===== src/rtl/lsu_pkg.sv =====
// Shared encodings for the memory-stage load/store unit: access sizes,
// error codes, FSM states and the alignment rule.
package lsu_pkg;

   typedef enum logic [1:0] {
      SZ_WORD = 2'b00,
      SZ_HALF = 2'b01,
      SZ_BYTE = 2'b10,
      SZ_RSVD = 2'b11
   } lsu_size_e;

   typedef enum logic [1:0] {
      ERR_NONE     = 2'b00,
      ERR_MISALIGN = 2'b01,
      ERR_TIMEOUT  = 2'b10,
      ERR_SIZE     = 2'b11
   } lsu_err_e;

   typedef enum logic [1:0] {
      ST_IDLE   = 2'b00,
      ST_ACCESS = 2'b01,
      ST_RESP   = 2'b10
   } lsu_state_e;

   function automatic lsu_err_e access_check(input lsu_size_e size, input logic [1:0] addr_lo);
      lsu_err_e err;
      err = ERR_NONE;
      case (size)
         SZ_RSVD: err = ERR_SIZE;
         SZ_HALF: if (addr_lo[0]) err = ERR_MISALIGN;
         SZ_WORD: if (addr_lo != 2'b00) err = ERR_MISALIGN;
         default: err = ERR_NONE;
      endcase
      return err;
   endfunction

endpackage


===== src/rtl/lsu_lane.sv =====
// Little-endian lane steering: store byte enables and replicated write data,
// plus load lane selection with sign or zero extension.
module lsu_lane
   import lsu_pkg::*;
(
   input  lsu_size_e   size,
   input  logic [1:0]  addr_lo,
   input  logic        we,
   input  logic        sign,
   input  logic [31:0] store_data,
   input  logic [31:0] rdata,
   output logic [3:0]  be,
   output logic [31:0] wdata,
   output logic [31:0] load_data
);

   logic [3:0]  store_be;
   logic [31:0] shifted;
   logic [7:0]  load_byte;
   logic [15:0] load_half;

   always_comb begin
      store_be  = 4'b1111;
      wdata     = store_data;
      load_data = rdata;
      shifted   = rdata >> {addr_lo, 3'b000};
      load_byte = shifted[7:0];
      load_half = addr_lo[1] ? rdata[31:16] : rdata[15:0];
      case (size)
         SZ_BYTE: begin
            store_be  = 4'b0001 << addr_lo;
            wdata     = {4{store_data[7:0]}};
            load_data = {{24{sign & load_byte[7]}}, load_byte};
         end
         SZ_HALF: begin
            store_be  = addr_lo[1] ? 4'b1100 : 4'b0011;
            wdata     = {2{store_data[15:0]}};
            load_data = {{16{sign & load_half[15]}}, load_half};
         end
         default: begin
            store_be  = 4'b1111;
            wdata     = store_data;
            load_data = rdata;
         end
      endcase
      // Reads always fetch the whole word; the lane is picked on return.
      be = we ? store_be : 4'b1111;
   end

endmodule


===== src/rtl/pipe_mem_lsu.sv =====
// Memory stage of the pipeline: accepts one EX instruction at a time, runs a
// single data-memory handshake with timeout, and registers the result for WB.
module pipe_mem_lsu
   import lsu_pkg::*;
#(
   parameter int TIMEOUT = 255
) (
   input  logic        clk,
   input  logic        rst,
   input  logic        in_valid,
   output logic        in_ready,
   input  logic [31:0] exe_alu_out,
   input  logic [31:0] exe_rt_data_out,
   input  logic        exe_dmem_ena,
   input  logic        exe_dmem_wena,
   input  logic [1:0]  exe_dmem_w_cs,
   input  logic [1:0]  exe_dmem_r_cs,
   input  logic        exe_cutter_sign,
   input  logic        exe_rf_wena,
   input  logic [4:0]  exe_rf_waddr,
   output logic        dm_req,
   output logic        dm_we,
   output logic [31:0] dm_addr,
   output logic [3:0]  dm_be,
   output logic [31:0] dm_wdata,
   input  logic        dm_ack,
   input  logic [31:0] dm_rdata,
   output logic        mem_valid,
   output logic [31:0] mem_result,
   output logic        mem_rf_wena,
   output logic [4:0]  mem_rf_waddr,
   output logic [1:0]  mem_err
);

   localparam int CW = $clog2(TIMEOUT + 1);

   lsu_state_e  state, next_state;
   logic [CW-1:0] cnt;
   logic [31:0] cap_addr, cap_data;
   logic        cap_we, cap_sign, cap_rf_wena;
   lsu_size_e   cap_size;
   logic [4:0]  cap_rf_waddr;

   lsu_size_e   in_size;
   lsu_err_e    in_err;
   logic        accept, start_access, expired, finish;
   logic [3:0]  lane_be;
   logic [31:0] lane_wdata, lane_load;

   assign in_ready     = (state == ST_IDLE);
   assign accept       = in_valid & in_ready;
   assign in_size      = exe_dmem_wena ? lsu_size_e'(exe_dmem_w_cs) : lsu_size_e'(exe_dmem_r_cs);
   assign in_err       = exe_dmem_ena ? access_check(in_size, exe_alu_out[1:0]) : ERR_NONE;
   assign start_access = accept & exe_dmem_ena & (in_err == ERR_NONE);
   assign expired      = (cnt == CW'(TIMEOUT - 1));
   assign finish       = (state == ST_ACCESS) & (dm_ack | expired);

   always_ff @(posedge clk or negedge rst) begin
      if (!rst) state <= ST_IDLE;
      else      state <= next_state;
   end

   always_comb begin
      next_state = state;
      case (state)
         ST_IDLE:   if (start_access) next_state = ST_ACCESS;
         ST_ACCESS: if (dm_ack || expired) next_state = ST_RESP;
         ST_RESP:   next_state = ST_IDLE;
         default:   next_state = ST_IDLE;
      endcase
   end

   // The counter sits at zero outside ACCESS, so it is clear on entry.
   always_ff @(posedge clk or negedge rst) begin
      if (!rst)                    cnt <= '0;
      else if (state != ST_ACCESS) cnt <= '0;
      else                         cnt <= cnt + 1'b1;
   end

   always_ff @(posedge clk or negedge rst) begin
      if (!rst) begin
         cap_addr     <= '0;
         cap_data     <= '0;
         cap_we       <= 1'b0;
         cap_sign     <= 1'b0;
         cap_size     <= SZ_WORD;
         cap_rf_wena  <= 1'b0;
         cap_rf_waddr <= '0;
      end else if (accept) begin
         cap_addr     <= exe_alu_out;
         cap_data     <= exe_rt_data_out;
         cap_we       <= exe_dmem_wena;
         cap_sign     <= exe_cutter_sign;
         cap_size     <= in_size;
         cap_rf_wena  <= exe_rf_wena;
         cap_rf_waddr <= exe_rf_waddr;
      end
   end

   lsu_lane u_lane (
      .size       (cap_size),
      .addr_lo    (cap_addr[1:0]),
      .we         (cap_we),
      .sign       (cap_sign),
      .store_data (cap_data),
      .rdata      (dm_rdata),
      .be         (lane_be),
      .wdata      (lane_wdata),
      .load_data  (lane_load)
   );

   assign dm_req   = (state == ST_ACCESS);
   assign dm_we    = dm_req & cap_we;
   assign dm_addr  = dm_req ? {cap_addr[31:2], 2'b00} : '0;
   assign dm_be    = dm_req ? lane_be : '0;
   assign dm_wdata = dm_req ? lane_wdata : '0;

   // Write-enable and error only mean something alongside mem_valid.
   always_ff @(posedge clk or negedge rst) begin
      if (!rst) begin
         mem_valid    <= 1'b0;
         mem_result   <= '0;
         mem_rf_wena  <= 1'b0;
         mem_rf_waddr <= '0;
         mem_err      <= ERR_NONE;
      end else begin
         mem_valid   <= 1'b0;
         mem_rf_wena <= 1'b0;
         mem_err     <= ERR_NONE;
         if (accept && !start_access) begin
            mem_valid    <= 1'b1;
            mem_result   <= exe_alu_out;
            mem_rf_wena  <= exe_rf_wena & (in_err == ERR_NONE);
            mem_rf_waddr <= exe_rf_waddr;
            mem_err      <= in_err;
         end else if (finish) begin
            mem_valid    <= 1'b1;
            mem_rf_waddr <= cap_rf_waddr;
            if (dm_ack) begin
               mem_result  <= cap_we ? cap_addr : lane_load;
               mem_rf_wena <= cap_rf_wena & ~cap_we;
            end else begin
               mem_result <= cap_addr;
               mem_err    <= ERR_TIMEOUT;
            end
         end
      end
   end

endmodule


===== config.mk =====
export PLATFORM = sky130hd
export DESIGN_NAME = pipe_mem_lsu
export DESIGN_NICKNAME = d
export VERILOG_FILES = /design/src/rtl/lsu_pkg.sv /design/src/rtl/lsu_lane.sv /design/src/rtl/pipe_mem_lsu.sv
export SDC_FILE = /design/constraint.sdc
export NUM_CORES = 1
export LEC_CHECK = 0
export ABC_AREA = 1
export BUFFER_PORTS_ARGS = -buffer_cell sky130_fd_sc_hd__buf_2
export CAP_MARGIN = 20
export CORE_ASPECT_RATIO = 0.7
export CORE_MARGIN = 2
export CORE_UTILIZATION = 56
export CTS_CLUSTER_DIAMETER = 200
export DETAILED_ROUTE_END_ITERATION = 6
export HOLD_SLACK_MARGIN = 0.08
export PLACE_DENSITY = 0.89
export SYNTH_ARGS = -nofsm -noshare
export SYNTH_HDL_FRONTEND = slang
export SYNTH_SLANG_ARGS = --single-unit

===== constraint.sdc =====
create_clock -name clk -period 2.7 [get_ports clk]
set_clock_uncertainty 0.1 [all_clocks]
set_input_delay 0.135 -clock clk [delete_from_list [all_inputs] [get_ports clk]]
set_output_delay 0.135 -clock clk [all_outputs]
set_load 0.02 [all_outputs]

==> impl_metrics.csv, run 1 <==
group,metric,value,unit
timing,finalHoldViolations,0,
clock_network,worst_setup_hold_path_clk_slew,0.06,ns
finish,fin_nets,1434,
yosys,synth_area_leader_cell,"sky130_fd_sc_hd__dfrtp_1",
worst_setup_path,worstSetupStartpointType,"register",
route,num_vias,8253,
hold_path,worst_hold_path_type,"primary input to register",
die,rows,34,
yosys,number_of_storage_elements_in_the_synthesis_netlist,125,
route,post_drt_via_cell_ratio,5.52,
worst_setup_path,timing.setup.critical_path_class,"register to output port",
grt,maximum_number_of_pins_on_one_net_before_global_route_repair,158,
timing,period_needed,2.53,ns
die,fp.dieW,139,um
die,effective_utilization_at_floorplan,57.2,%
finish,area_delta_synth_final,37.3,%
clock_network,root_buffer,"sky130_fd_sc_hd__clkbuf_16",
worst_setup_path,timing.critical_path.fanout_max,24,
yosys,synth_async_sr_flop_share,100,%
worst_setup_path,cp.arrival,2.30,ns
yosys,synth_top_cells_by_area,"sky130_fd_sc_hd__dfrtp_1, sky130_fd_sc_hd__nand2_1, sky130_fd_sc_hd__nor2_1, sky130_fd_sc_hd__o21ai_0, sky130_fd_sc_hd__inv_1",
power_and_ir_drop,vdd_drop_max,0.000545,V
power_and_ir_drop,power.static_leakage,5.29,nW
clock_network,clock_latency_on_the_worst_skew_pair,0.42,ns
route,ant_nets,0,
timing,totalNegativeSetupSlack,0,ns
power_and_ir_drop,power_density,800,mW/mm2
finish,final_layout_size_suffix_gt1_share,23.1,%
grt,grt_overflow,0,
timing,finalSetupViolations,0,
yosys,synthCells,1031,
timing,worstMarginPinSlew,0.878,ns
outcome,status,"finished, final reports clean",
clock_network,cts_post_setup_buffers_inserted,0,
timing,slew-limit-headroom,41.4,%
route,detail_route.iter0.violations,929,
yosys,ys_warn_count,0,
clock_network,clock_path_buffers,2,
place,gp_weighted_congestion,0.953,
worst_setup_path,worst-endpoint-required,2.47,ns
timing,finalCritPeriodShare,93.8,%
finish,ff_latch_area,0.00313,mm2
clock_network,numCtsBuffers,17,
grt,first_pass_grt_wire_length,38.8,mm
finish,multi_input_comb_area,0.00327,mm2
yosys,synthFlopType,"sky130_fd_sc_hd__dfrtp_1",
clock_network,tritoncts_clock_tree,"yes",
timing,final.hold.worst_slack,0.0825,ns
die,floorplan.io_pins,225,
yosys,syn_area_per_cell,6.89,um2
place,detailedPlacementHpwl,15.5,mm
route,wl_per_cell,16.5,um
timing,maxClockFrequency,0.395,GHz
yosys,netlist.area_leader.share,44.0,%
finish,mostFrequentLayoutCells,"sky130_fd_sc_hd__nand2_1, sky130_fd_sc_hd__buf_2, sky130_fd_sc_hd__nor2_1",
finish,fillers,873,
flow_run,max_cap_violations,0,
finish,final_util,78.5,%
grt,number_of_antenna_violations_at_the_first_check_in_global_routing,3,
finish,mostFrequentLayoutCell,"sky130_fd_sc_hd__nand2_1",
route,drt-pass1-iter-count,7,
die,die_area,0.0136,mm2
clock_network,ctsHtreeMaxLevel,4,
yosys,yosysUniqueCellTypes,34,
route,finalWirelength,24.7,mm
grt,groute.usage.overall,35.7,%
timing,slew_violations,0,
route,drc_errors,0,
clock_network,numClockSinks,125,
yosys,synth_edf_count,0,
yosys,yosysSeqAreaShare,44.0,%
timing,rsz0062_at_grt,"no",
worst_setup_path,setup.worst_path.end_class,"output port",
die,fp.dieH,98.2,um
yosys,netlist_area_pre_place,0.00711,mm2
place,port_buffers,222,
die,floorplan.core_area,0.0124,mm2
grt,first_global_vias,7929,
==> report_power, final <==
group | switching [W] | internal (W) | total [W]
logic | 0.00199 | 0.000947 | 0.00294
clock network | 0.000913 | 0.00140 | 0.00231
registers | 0.000250 | 0.00231 | 0.00256
total | 0.00315 | 0.00465 | 0.00781
==> worst paths after layout <==
kind / to / start / slack, ns / cells after the start
max in group asynchronous: cap_data[25] / rst / 1.70 / 3
max reg2reg: mem_rf_wena / state[0] / 0.25 / 7
min in group asynchronous: cap_data[11] / rst / 0.17 / 3
min: mem_result[4] / dm_rdata[4] / 0.08 / 7
min reg2reg: cap_rf_waddr[4] / cap_rf_waddr[4] / 0.38 / 2
max: dm_wdata[12] / cap_size[0] / 0.17 / 6
==> logic make-up after synthesis <==
group / Yosys count / share of synthesized area (%)
flops: 125 / 44.0
other cells: 1 / 0.0528
simple gates: 554 / 31.0
buf+inv: 164 / 10.1
xor+xnor: 1 / 0.123
compound gates: 182 / 14.0
fa+ha+maj: 4 / 0.704
==> sequential cells by signal, summed over array words and instances, names as in the netlist <==
signal        flops
cap_addr         32
cap_data         32
mem_result       32
cnt               8
cap_rf_waddr      5
mem_rf_waddr      5
cap_size          2
mem_err           2
state             2
cap_rf_wena       1
cap_sign          1
cap_we            1
mem_rf_wena       1
mem_valid         1
==> routing by layer <==
layer	share of wire, %	track usage [%]
met1	40	48.0
met2	46	56.6
met3	11	8.09
met4	3.4	14.8
met5	0.053	0
==> stage by stage <==
stage	setup WS, ns	power [W]	cells	cell area, um2
final	0.168	0.00781	1494	9760
after global routing	0.0599	0.00821	1494	9760
after global placement	0.573	0.00519	1375	8280
after floorplan	0.719	0.00437	1032	7110
after CTS	0.113	0.00768	1491	9720
after detailed placement	0.499	0.00526	1375	8280
==> critical path, stage by stage (launching register included) <==
cell and delay (ns):
sky130_fd_sc_hd__dfrtp_1 0.37, sky130_fd_sc_hd__inv_1 0.07, sky130_fd_sc_hd__ha_2 0.51, sky130_fd_sc_hd__buf_4 0.33, sky130_fd_sc_hd__o21ai_0 0.20, sky130_fd_sc_hd__a21oi_1 0.20, sky130_fd_sc_hd__buf_2 0.19
==> synth_stat cells, types with 5 or more instances <==
library cell	instances
sky130_fd_sc_hd__nand2_1	328
sky130_fd_sc_hd__nor2_1	160
sky130_fd_sc_hd__dfrtp_1	125
sky130_fd_sc_hd__inv_1	100
sky130_fd_sc_hd__o21ai_0	86
sky130_fd_sc_hd__a21oi_1	64
sky130_fd_sc_hd__nand3_1	45
sky130_fd_sc_hd__clkbuf_1	27
sky130_fd_sc_hd__buf_2	13
sky130_fd_sc_hd__a21oi_2	11
sky130_fd_sc_hd__buf_4	11
sky130_fd_sc_hd__o22ai_1	9
sky130_fd_sc_hd__inv_2	5
sky130_fd_sc_hd__nand2_2	5
sky130_fd_sc_hd__o211ai_1	5
==> final cells by class <==
class / count / share of cell area (%)
sequential: 125 / 32.1
antenna: 2 / 0.0513
multi-input combinational: 743 / 33.5
tap: 162 / 2.08
timing repair buffer: 324 / 22.1
inverter: 106 / 4.10
clock inverter: 14 / 1.64
clock buffer: 18 / 4.50
==> timing repair <==
item	in CTS	in global routing
hold buffers	84	0
endpoints found under the setup margin	0	11
hold endpoints to repair	239	0
resized for setup	0	2
Note: power is estimated with default switching activity, not from simulation.
==> run 2, diff against run 1 <==
--- a/config.mk
+++ b/config.mk
@@ -8,9 +8,11 @@
 export ABC_AREA = 1
 export BUFFER_PORTS_ARGS = -buffer_cell sky130_fd_sc_hd__buf_2
 export CAP_MARGIN = 20
+export CELL_PAD_IN_SITES_DETAIL_PLACEMENT = 1
+export CELL_PAD_IN_SITES_GLOBAL_PLACEMENT = 1
 export CORE_ASPECT_RATIO = 0.7
 export CORE_MARGIN = 2
-export CORE_UTILIZATION = 56
+export CORE_UTILIZATION = 39
 export CTS_CLUSTER_DIAMETER = 200
 export DETAILED_ROUTE_END_ITERATION = 6
 export HOLD_SLACK_MARGIN = 0.08
==> impl_metrics.csv, run 2 (same netlist as run 1, synthesis figures left out) <==
group,metric,value,unit
timing,worstMarginPinSlew,0.720,ns
timing,totalNegativeSetupSlack,0,ns
clock_network,root_buffer,"sky130_fd_sc_hd__clkbuf_16",
die,fp.dieW,165,um
power_and_ir_drop,power.share.sequential,31.9,%
outcome,status,"finished, final reports clean",
die,fp.dieH,117,um
route,post_drt_via_cell_ratio,5.29,
route,dr_wl_met2,13.9,mm
worst_setup_path,cp_max_delay_cell,"sky130_fd_sc_hd__dfrtp_1",
place,place_ws,0.465,ns
power_and_ir_drop,power.static_leakage,5.30,nW
route,drt-pass1-iter-count,5,
finish,final_util,54.9,%
place,gp_weighted_congestion,0.880,
hold_path,worst_hold_path_type,"primary input to register",
power_and_ir_drop,swShare,41.7,%
worst_setup_path,crit_buf_inv,3,
die,die_area,0.0193,mm2
clock_network,numCtsBuffers,17,
grt,first_pass_grt_wire_length,47.5,mm
grt,maximum_number_of_pins_on_one_net_before_global_route_repair,70,
power_and_ir_drop,power_density,822,mW/mm2
route,num_vias,8302,
clock_network,clock_path_buffers,2,
timing,maxClockFrequency,0.377,GHz
clock_network,ctsHtreeMaxLevel,4,
power_and_ir_drop,switching_power,0.00339,W
worst_setup_path,timing.reg2reg.worst_path_depth,5,
route,wl_per_cell,19.5,um
worst_setup_path,timing.critical_path.fanout_max,16,
die,rows,41,
clock_network,clock_latency_on_the_worst_skew_pair,0.43,ns
worst_setup_path,worst_path_largest_cell_delay,0.42,ns
route,detail_route.iter0.violations,760,
worst_setup_path,setup.worst_path.end_class,"output port",
grt,grt_overflow,0,
timing,finalSetupViolations,0,
power_and_ir_drop,vdd_drop_max,0.000381,V
power_and_ir_drop,comb_power_share,37.7,%
route,topRoutingLayerUsed,"met4",
grt,groute.usage.overall,32.3,%
route,ant_nets,0,
flow_run,max_cap_violations,0,
place,port_buffers,222,
worst_setup_path,worstReg2RegStart,"cap_we",
timing,slew_violations,0,
route,routed_metal_1_wirelength,13.4,mm
worst_setup_path,cp.arrival,2.41,ns
clock_network,numClockSinks,125,
hold_path,min_path_cells,7,
route,finalWirelength,30.6,mm
finish,final_layout_size_suffix_gt1_share,23.2,%
clock_network,cts_post_setup_buffers_inserted,0,
route,drc_errors,0,
worst_setup_path,worst-endpoint-required,2.47,ns
worst_setup_path,worstSetupStartpointType,"register",
worst_setup_path,r2r_end,"mem_rf_wena",
timing,period_needed,2.65,ns
route,met3_routed_wirelength,2.05,mm
hold_path,hold_path.startpoint,"dm_rdata[26]",
worst_setup_path,r2r_slack,0.22,ns
hold_path,worstHoldEndpoint,"mem_result[10]",
finish,area_delta_synth_final,38.8,%
grt,first_global_vias,8618,
clock_network,tritoncts_clock_tree,"yes",
timing,post-route-worst-setup-slack,0.0506,ns
timing,rsz0062_at_grt,"no",
finish,top_regs,"cap_addr (32), cap_data (32), mem_result (32)",
worst_setup_path,critical_path.top_delay_family,"buffers and inverters",
worst_setup_path,timing.setup.critical_path_class,"register to output port",
timing,slew-limit-headroom,51.9,%
finish,fin_nets,1435,
finish,mostFrequentLayoutCells,"sky130_fd_sc_hd__nand2_1, sky130_fd_sc_hd__buf_2, sky130_fd_sc_hd__nor2_1",
die,floorplan.core_area,0.0180,mm2
grt,number_of_antenna_violations_at_the_first_check_in_global_routing,1,
place,detailedPlacementHpwl,19.3,mm
worst_setup_path,timing.critical_path.cells,"ha_1 -> clkinvlp_4 -> buf_4 -> o21ai_0 -> nor2_1 -> buf_2",
clock_network,worst_setup_hold_path_clk_slew,0.07,ns
timing,final.hold.worst_slack,0.0977,ns
timing,finalHoldViolations,0,
power_and_ir_drop,cellInternalPower,0.00473,W
die,floorplan.io_pins,225,
timing,finalCritPeriodShare,98.1,%
power_and_ir_drop,share_clk_of_total_power,30.3,%
die,effective_utilization_at_floorplan,39.6,%
finish,mostFrequentLayoutCell,"sky130_fd_sc_hd__nand2_1",
==> run 2: cell types whose count changed in the layout (fill, tap and decap cells not counted), moves of 2 or more <==
cell	before	now
sky130_fd_sc_hd__buf_12	2	5
sky130_fd_sc_hd__clkinv_4	4	1
sky130_fd_sc_hd__inv_1	100	98
sky130_fd_sc_hd__inv_6	4	6
sky130_fd_sc_hd__clkinv_2	0	2
==> run 2: metrics by stage <==
| step | instance area (um2) | instances | power (W) |
|---|---|---|---|
| CTS | 9860 | 1567 | 0.00796 |
| detailed placement | 8420 | 1452 | 0.00542 |
| global placement | 8420 | 1452 | 0.00531 |
| floorplan | 7110 | 1032 | 0.00437 |
| finish | 9870 | 1569 | 0.00811 |
| global route | 9860 | 1568 | 0.00855 |
==> run 2: what timing repair did <==
action	in CTS	in global routing
endpoints found under the hold margin	240	0
hold buffers	83	0
gates resized for setup	0	2
setup endpoints to repair	0	3
==> run 2: final cells by class <==
cell class                      count  area, um2
Multi-Input combinational cell    743       3270
Clock inverter                     15        184
Tap cell                          236        295
Clock buffer                       17        425
Sequential cell                   125       3130
Inverter                          106        404
Timing Repair Buffer              325       2160
Antenna cell                        2       5.00
Fill cell                        2362       8090
==> run 2: worst max path at each step <==
stage	from	slack, ns	cells after the start	endpoint
2_1_floorplan	cap_size[1]	0.72	6	dm_wdata[22]
4_1_cts	cap_size[0]	0.14	8	dm_be[0]
3_5_place_dp	state[0]	0.46	9	mem_rf_waddr[1]
6_report	cap_size[1]	0.05	6	dm_wdata[17]
5_1_grt	cap_size[0]	0.009	8	dm_be[0]
3_3_place_gp	state[0]	0.59	9	mem_rf_waddr[4]
==> run 2: worst reg2reg max path, cell delays in order (launching register included) <==
cell,delay [ns]
sky130_fd_sc_hd__dfrtp_1,0.41
sky130_fd_sc_hd__nor2_2,0.59
sky130_fd_sc_hd__inv_1,0.14
sky130_fd_sc_hd__buf_4,0.24
sky130_fd_sc_hd__o32ai_1,0.32
sky130_fd_sc_hd__dlygate4sd3_1,0.62
==> run 2: power groups by stage <==
stage	clock, W	sequential, W	combinational, W
CTS	0.00244	0.00257	0.00295
detailed placement	0	0.00259	0.00283
global placement	0	0.00257	0.00274
floorplan	0	0.00278	0.00159
finish	0.00246	0.00259	0.00306
global route	0.00257	0.00263	0.00335
==> run 2: per-layer routing <==
metal | vias to the layer above | GRT usage [%]
li1 | 3793 | -
met1 | 4047 | 42.7
met2 | 368 | 51.5
met3 | 94 | 6.59
met4 | 0 | 15.1
met5 | - | 0
==> run 3, diff against run 2 <==
--- a/config.mk
+++ b/config.mk
@@ -5,18 +5,18 @@
 export SDC_FILE = /design/constraint.sdc
 export NUM_CORES = 1
 export LEC_CHECK = 0
-export ABC_AREA = 1
 export BUFFER_PORTS_ARGS = -buffer_cell sky130_fd_sc_hd__buf_2
 export CAP_MARGIN = 20
 export CELL_PAD_IN_SITES_DETAIL_PLACEMENT = 1
 export CELL_PAD_IN_SITES_GLOBAL_PLACEMENT = 1
 export CORE_ASPECT_RATIO = 0.7
 export CORE_MARGIN = 2
-export CORE_UTILIZATION = 39
+export CORE_UTILIZATION = 41
+export CTS_BUF_LIST = sky130_fd_sc_hd__clkbuf_2 sky130_fd_sc_hd__clkbuf_4 sky130_fd_sc_hd__clkbuf_8
 export CTS_CLUSTER_DIAMETER = 200
 export DETAILED_ROUTE_END_ITERATION = 6
 export HOLD_SLACK_MARGIN = 0.08
-export PLACE_DENSITY = 0.89
+export PLACE_DENSITY = 0.91
 export SYNTH_ARGS = -nofsm -noshare
 export SYNTH_HDL_FRONTEND = slang
 export SYNTH_SLANG_ARGS = --single-unit
==> impl_metrics.csv, run 3 <==
group,metric,value,unit
outcome,status,"finished, final reports clean",
clock_network,clock_path_buffers,2,
worst_setup_path,r2r_end,"mem_err[1]",
place,detailedPlacementHpwl,18.9,mm
power_and_ir_drop,share_clk_of_total_power,28.7,%
route,drc_errors,0,
worst_setup_path,worstReg2RegStart,"cnt[0]",
yosys,netlist.area_leader.share,45.2,%
finish,mostFrequentLayoutCells,"sky130_fd_sc_hd__nand2_1, sky130_fd_sc_hd__buf_2, sky130_fd_sc_hd__dfrtp_1",
power_and_ir_drop,swShare,40.4,%
clock_network,root_buffer,"sky130_fd_sc_hd__clkbuf_8",
worst_setup_path,worstSetupStartpointType,"register",
clock_network,clock_latency_on_the_worst_skew_pair,0.46,ns
route,detail_route.iter0.violations,889,
power_and_ir_drop,cellInternalPower,0.00452,W
yosys,yosysUniqueCellTypes,53,
place,port_buffers,222,
power_and_ir_drop,power_density,787,mW/mm2
finish,final_layout_size_suffix_gt1_share,25.4,%
route,ant_nets,0,
yosys,synth_area_leader_cell,"sky130_fd_sc_hd__dfrtp_1",
worst_setup_path,timing.setup.critical_path_class,"register to output port",
power_and_ir_drop,vdd_drop_max,0.000390,V
yosys,synth_async_sr_flop_share,100,%
worst_setup_path,crit_buf_inv,3,
die,die_area,0.0179,mm2
grt,first_pass_grt_wire_length,49.2,mm
yosys,netlist_area_pre_place,0.00692,mm2
yosys,synth_top_cells_by_area,"sky130_fd_sc_hd__dfrtp_1, sky130_fd_sc_hd__nand2_1, sky130_fd_sc_hd__a21oi_1, sky130_fd_sc_hd__o21ai_0, sky130_fd_sc_hd__and2_1",
die,floorplan.io_pins,225,
power_and_ir_drop,power.static_leakage,4.88,nW
yosys,synth_edf_count,0,
yosys,synthFlopType,"sky130_fd_sc_hd__dfrtp_1",
worst_setup_path,timing.critical_path.fanout_max,11,
yosys,number_of_storage_elements_in_the_synthesis_netlist,125,
die,floorplan.core_area,0.0164,mm2
route,num_vias,8115,
worst_setup_path,setup.worst_path.end_class,"output port",
grt,groute.usage.overall,35.4,%
hold_path,worst_hold_path_type,"primary input to async pin",
timing,finalCritPeriodShare,92.9,%
die,rows,39,
route,wl_per_cell,22.8,um
worst_setup_path,cp_max_delay_cell,"sky130_fd_sc_hd__dfrtp_1",
finish,fillers,2032,
grt,grt_overflow,0,
clock_network,worst_setup_hold_path_clk_slew,0.09,ns
place,gp_weighted_congestion,0.957,
power_and_ir_drop,comb_power_share,36.4,%
timing,maxClockFrequency,0.399,GHz
finish,mostFrequentLayoutCell,"sky130_fd_sc_hd__nand2_1",
worst_setup_path,r2r_slack,0.20,ns
worst_setup_path,critical_path.endpoint,"dm_wdata[23]",
die,fp.dieH,113,um
power_and_ir_drop,switching_power,0.00307,W
finish,area_delta_synth_final,39.3,%
worst_setup_path,setup.worst_path.start,"cap_size[0]",
clock_network,numClockSinks,125,
clock_network,ctsHtreeMaxLevel,4,
flow_run,max_cap_violations,0,
finish,top_regs,"cap_addr (32), cap_data (32), mem_result (32)",
yosys,syn_area_per_cell,7.97,um2
finish,fin_cells,1394,
route,post_drt_via_cell_ratio,5.82,
yosys,synth_most_common_cell,"sky130_fd_sc_hd__nand2_1",
grt,maximum_number_of_pins_on_one_net_before_global_route_repair,63,
worst_setup_path,cp.arrival,2.27,ns
yosys,yosysSeqAreaShare,45.2,%
clock_network,cts_post_setup_buffers_inserted,0,
worst_setup_path,timing.reg2reg.worst_path_depth,7,
worst_setup_path,worst_path_largest_cell_delay,0.41,ns
timing,rsz0062_at_grt,"no",
grt,first_global_vias,8673,
clock_network,tritoncts_clock_tree,"yes",
finish,fin_nets,1272,
worst_setup_path,crit_top_cell,"sky130_fd_sc_hd__nor2_1",
die,effective_utilization_at_floorplan,42.2,%
timing,totalNegativeSetupSlack,0,ns
die,fp.dieW,159,um
yosys,ys_warn_count,0,
timing,final.hold.worst_slack,0.0860,ns
worst_setup_path,worst-endpoint-required,2.47,ns
yosys,synthCells,868,
worst_setup_path,timing.critical_path.cells,"inv_1 -> ha_2 -> buf_4 -> nor2_1 -> nor2_2 -> a22oi_1 -> nor2_1 -> buf_2",
worst_setup_path,critical_path.top_delay_family,"simple AND/OR/NAND/NOR gates",
timing,slew_violations,0,
timing,slew-limit-headroom,49.3,%
yosys,synth_commonest_cells,"sky130_fd_sc_hd__nand2_1, sky130_fd_sc_hd__dfrtp_1, sky130_fd_sc_hd__a21oi_1",
timing,worstMarginPinSlew,0.759,ns
timing,period_needed,2.51,ns
route,drt-pass1-iter-count,6,
place,placed_cells_incl_taps,1268,
power_and_ir_drop,power.share.sequential,34.8,%
timing,finalHoldViolations,0,
grt,number_of_antenna_violations_at_the_first_check_in_global_routing,2,
power_and_ir_drop,total_power,0.00759,W
clock_network,numCtsBuffers,17,
timing,finalSetupViolations,0,
worst_setup_path,worstSetupPathDepth,8,
route,finalWirelength,31.8,mm
==> run 3: changes by cell type in the layout (fill, tap and decap cells not counted), sizes merged, moves of 18 or more <==
cell	before	now
nor2	164	50
nand2	335	255
inv	110	37
and2	0	41
nand3	46	15
o21ai	88	63
o211ai	6	24
==> run 3: kinds of logic (layout without fill, tap and decap cells) <==
group	count (synthesis)	in the layout	share of synthesized area, %
buffers and inverters	103	401	6.49
adders and majority gates	4	4	0.723
other	1	4	0.0542
and+or+nand+nor	387	387	24.1
xor gates and xnor gates	6	6	0.759
muxes	12	12	1.86
DFF	125	125	45.2
AOI/OAI and AO/OA	230	230	20.8
==> run 3: layout make-up <==
| cell class | instances | area (um2) | share of cell area, % |
|---|---|---|---|
| Tap cell | 225 | 282 | 2.92 |
| Clock inverter | 13 | 260 | 2.70 |
| Multi-Input combinational cell | 641 | 3360 | 34.8 |
| Timing Repair Buffer | 336 | 2230 | 23.1 |
| Sequential cell | 125 | 3130 | 32.5 |
| Inverter | 34 | 128 | 1.32 |
| Antenna cell | 2 | 5.00 | 0.0519 |
| Clock buffer | 18 | 248 | 2.57 |
==> run 3: worst min path at each step <==
stage / startpoint / endpoint / slack (ns) / cells past startpoint
6_report: rst / cap_data[4] / 0.09 / 2
5_1_grt: dm_rdata[19] / mem_result[3] / 0.11 / 4
4_1_cts: rst / cap_data[7] / 0.09 / 2
3_5_place_dp: rst / cap_data[0] / 0.04 / 1
3_3_place_gp: rst / cap_data[0] / 0.03 / 1
2_1_floorplan: rst / cap_addr[0] / -0.26 / 0
==> run 3: power by group through the flow <==
stage          clock (W)  sequential (W)  combinational, W
5_1_grt          0.00225         0.00268           0.00297
3_5_place_dp           0         0.00264           0.00247
4_1_cts          0.00217         0.00261           0.00260
2_1_floorplan          0         0.00272           0.00143
6_report         0.00218         0.00264           0.00276
3_3_place_gp           0         0.00263           0.00238
==> run 3: through the flow <==
stage / utilization [%] / setup WS (ns) / cell area (um2)
6_report: 58.8 / 0.192 / 9640
5_1_grt: 58.8 / 0.0381 / 9640
4_1_cts: 58.7 / 0.0440 / 9620
3_5_place_dp: 49.9 / 0.405 / 8190
3_3_place_gp: 49.9 / 0.544 / 8190
2_1_floorplan: - / 0.521 / 6920
==> run 3: routing by layer <==
layer	vias to the layer above	part of all wire (%)	global-route usage, %	wire length [um]
li1	3487	-	-	-
met3	117	8.3	8.43	2640
met4	0	4.2	15.7	1340
met5	-	0	0	0
met2	515	47	58.6	15000
met1	3996	40	44.8	12800
==> run 3: repair_timing <==
action                                  in CTS  in global routing
hold endpoints to repair                   240                  0
hold buffers                                93                  0
endpoints found under the setup margin       0                 16
gates resized for setup                      0                  3
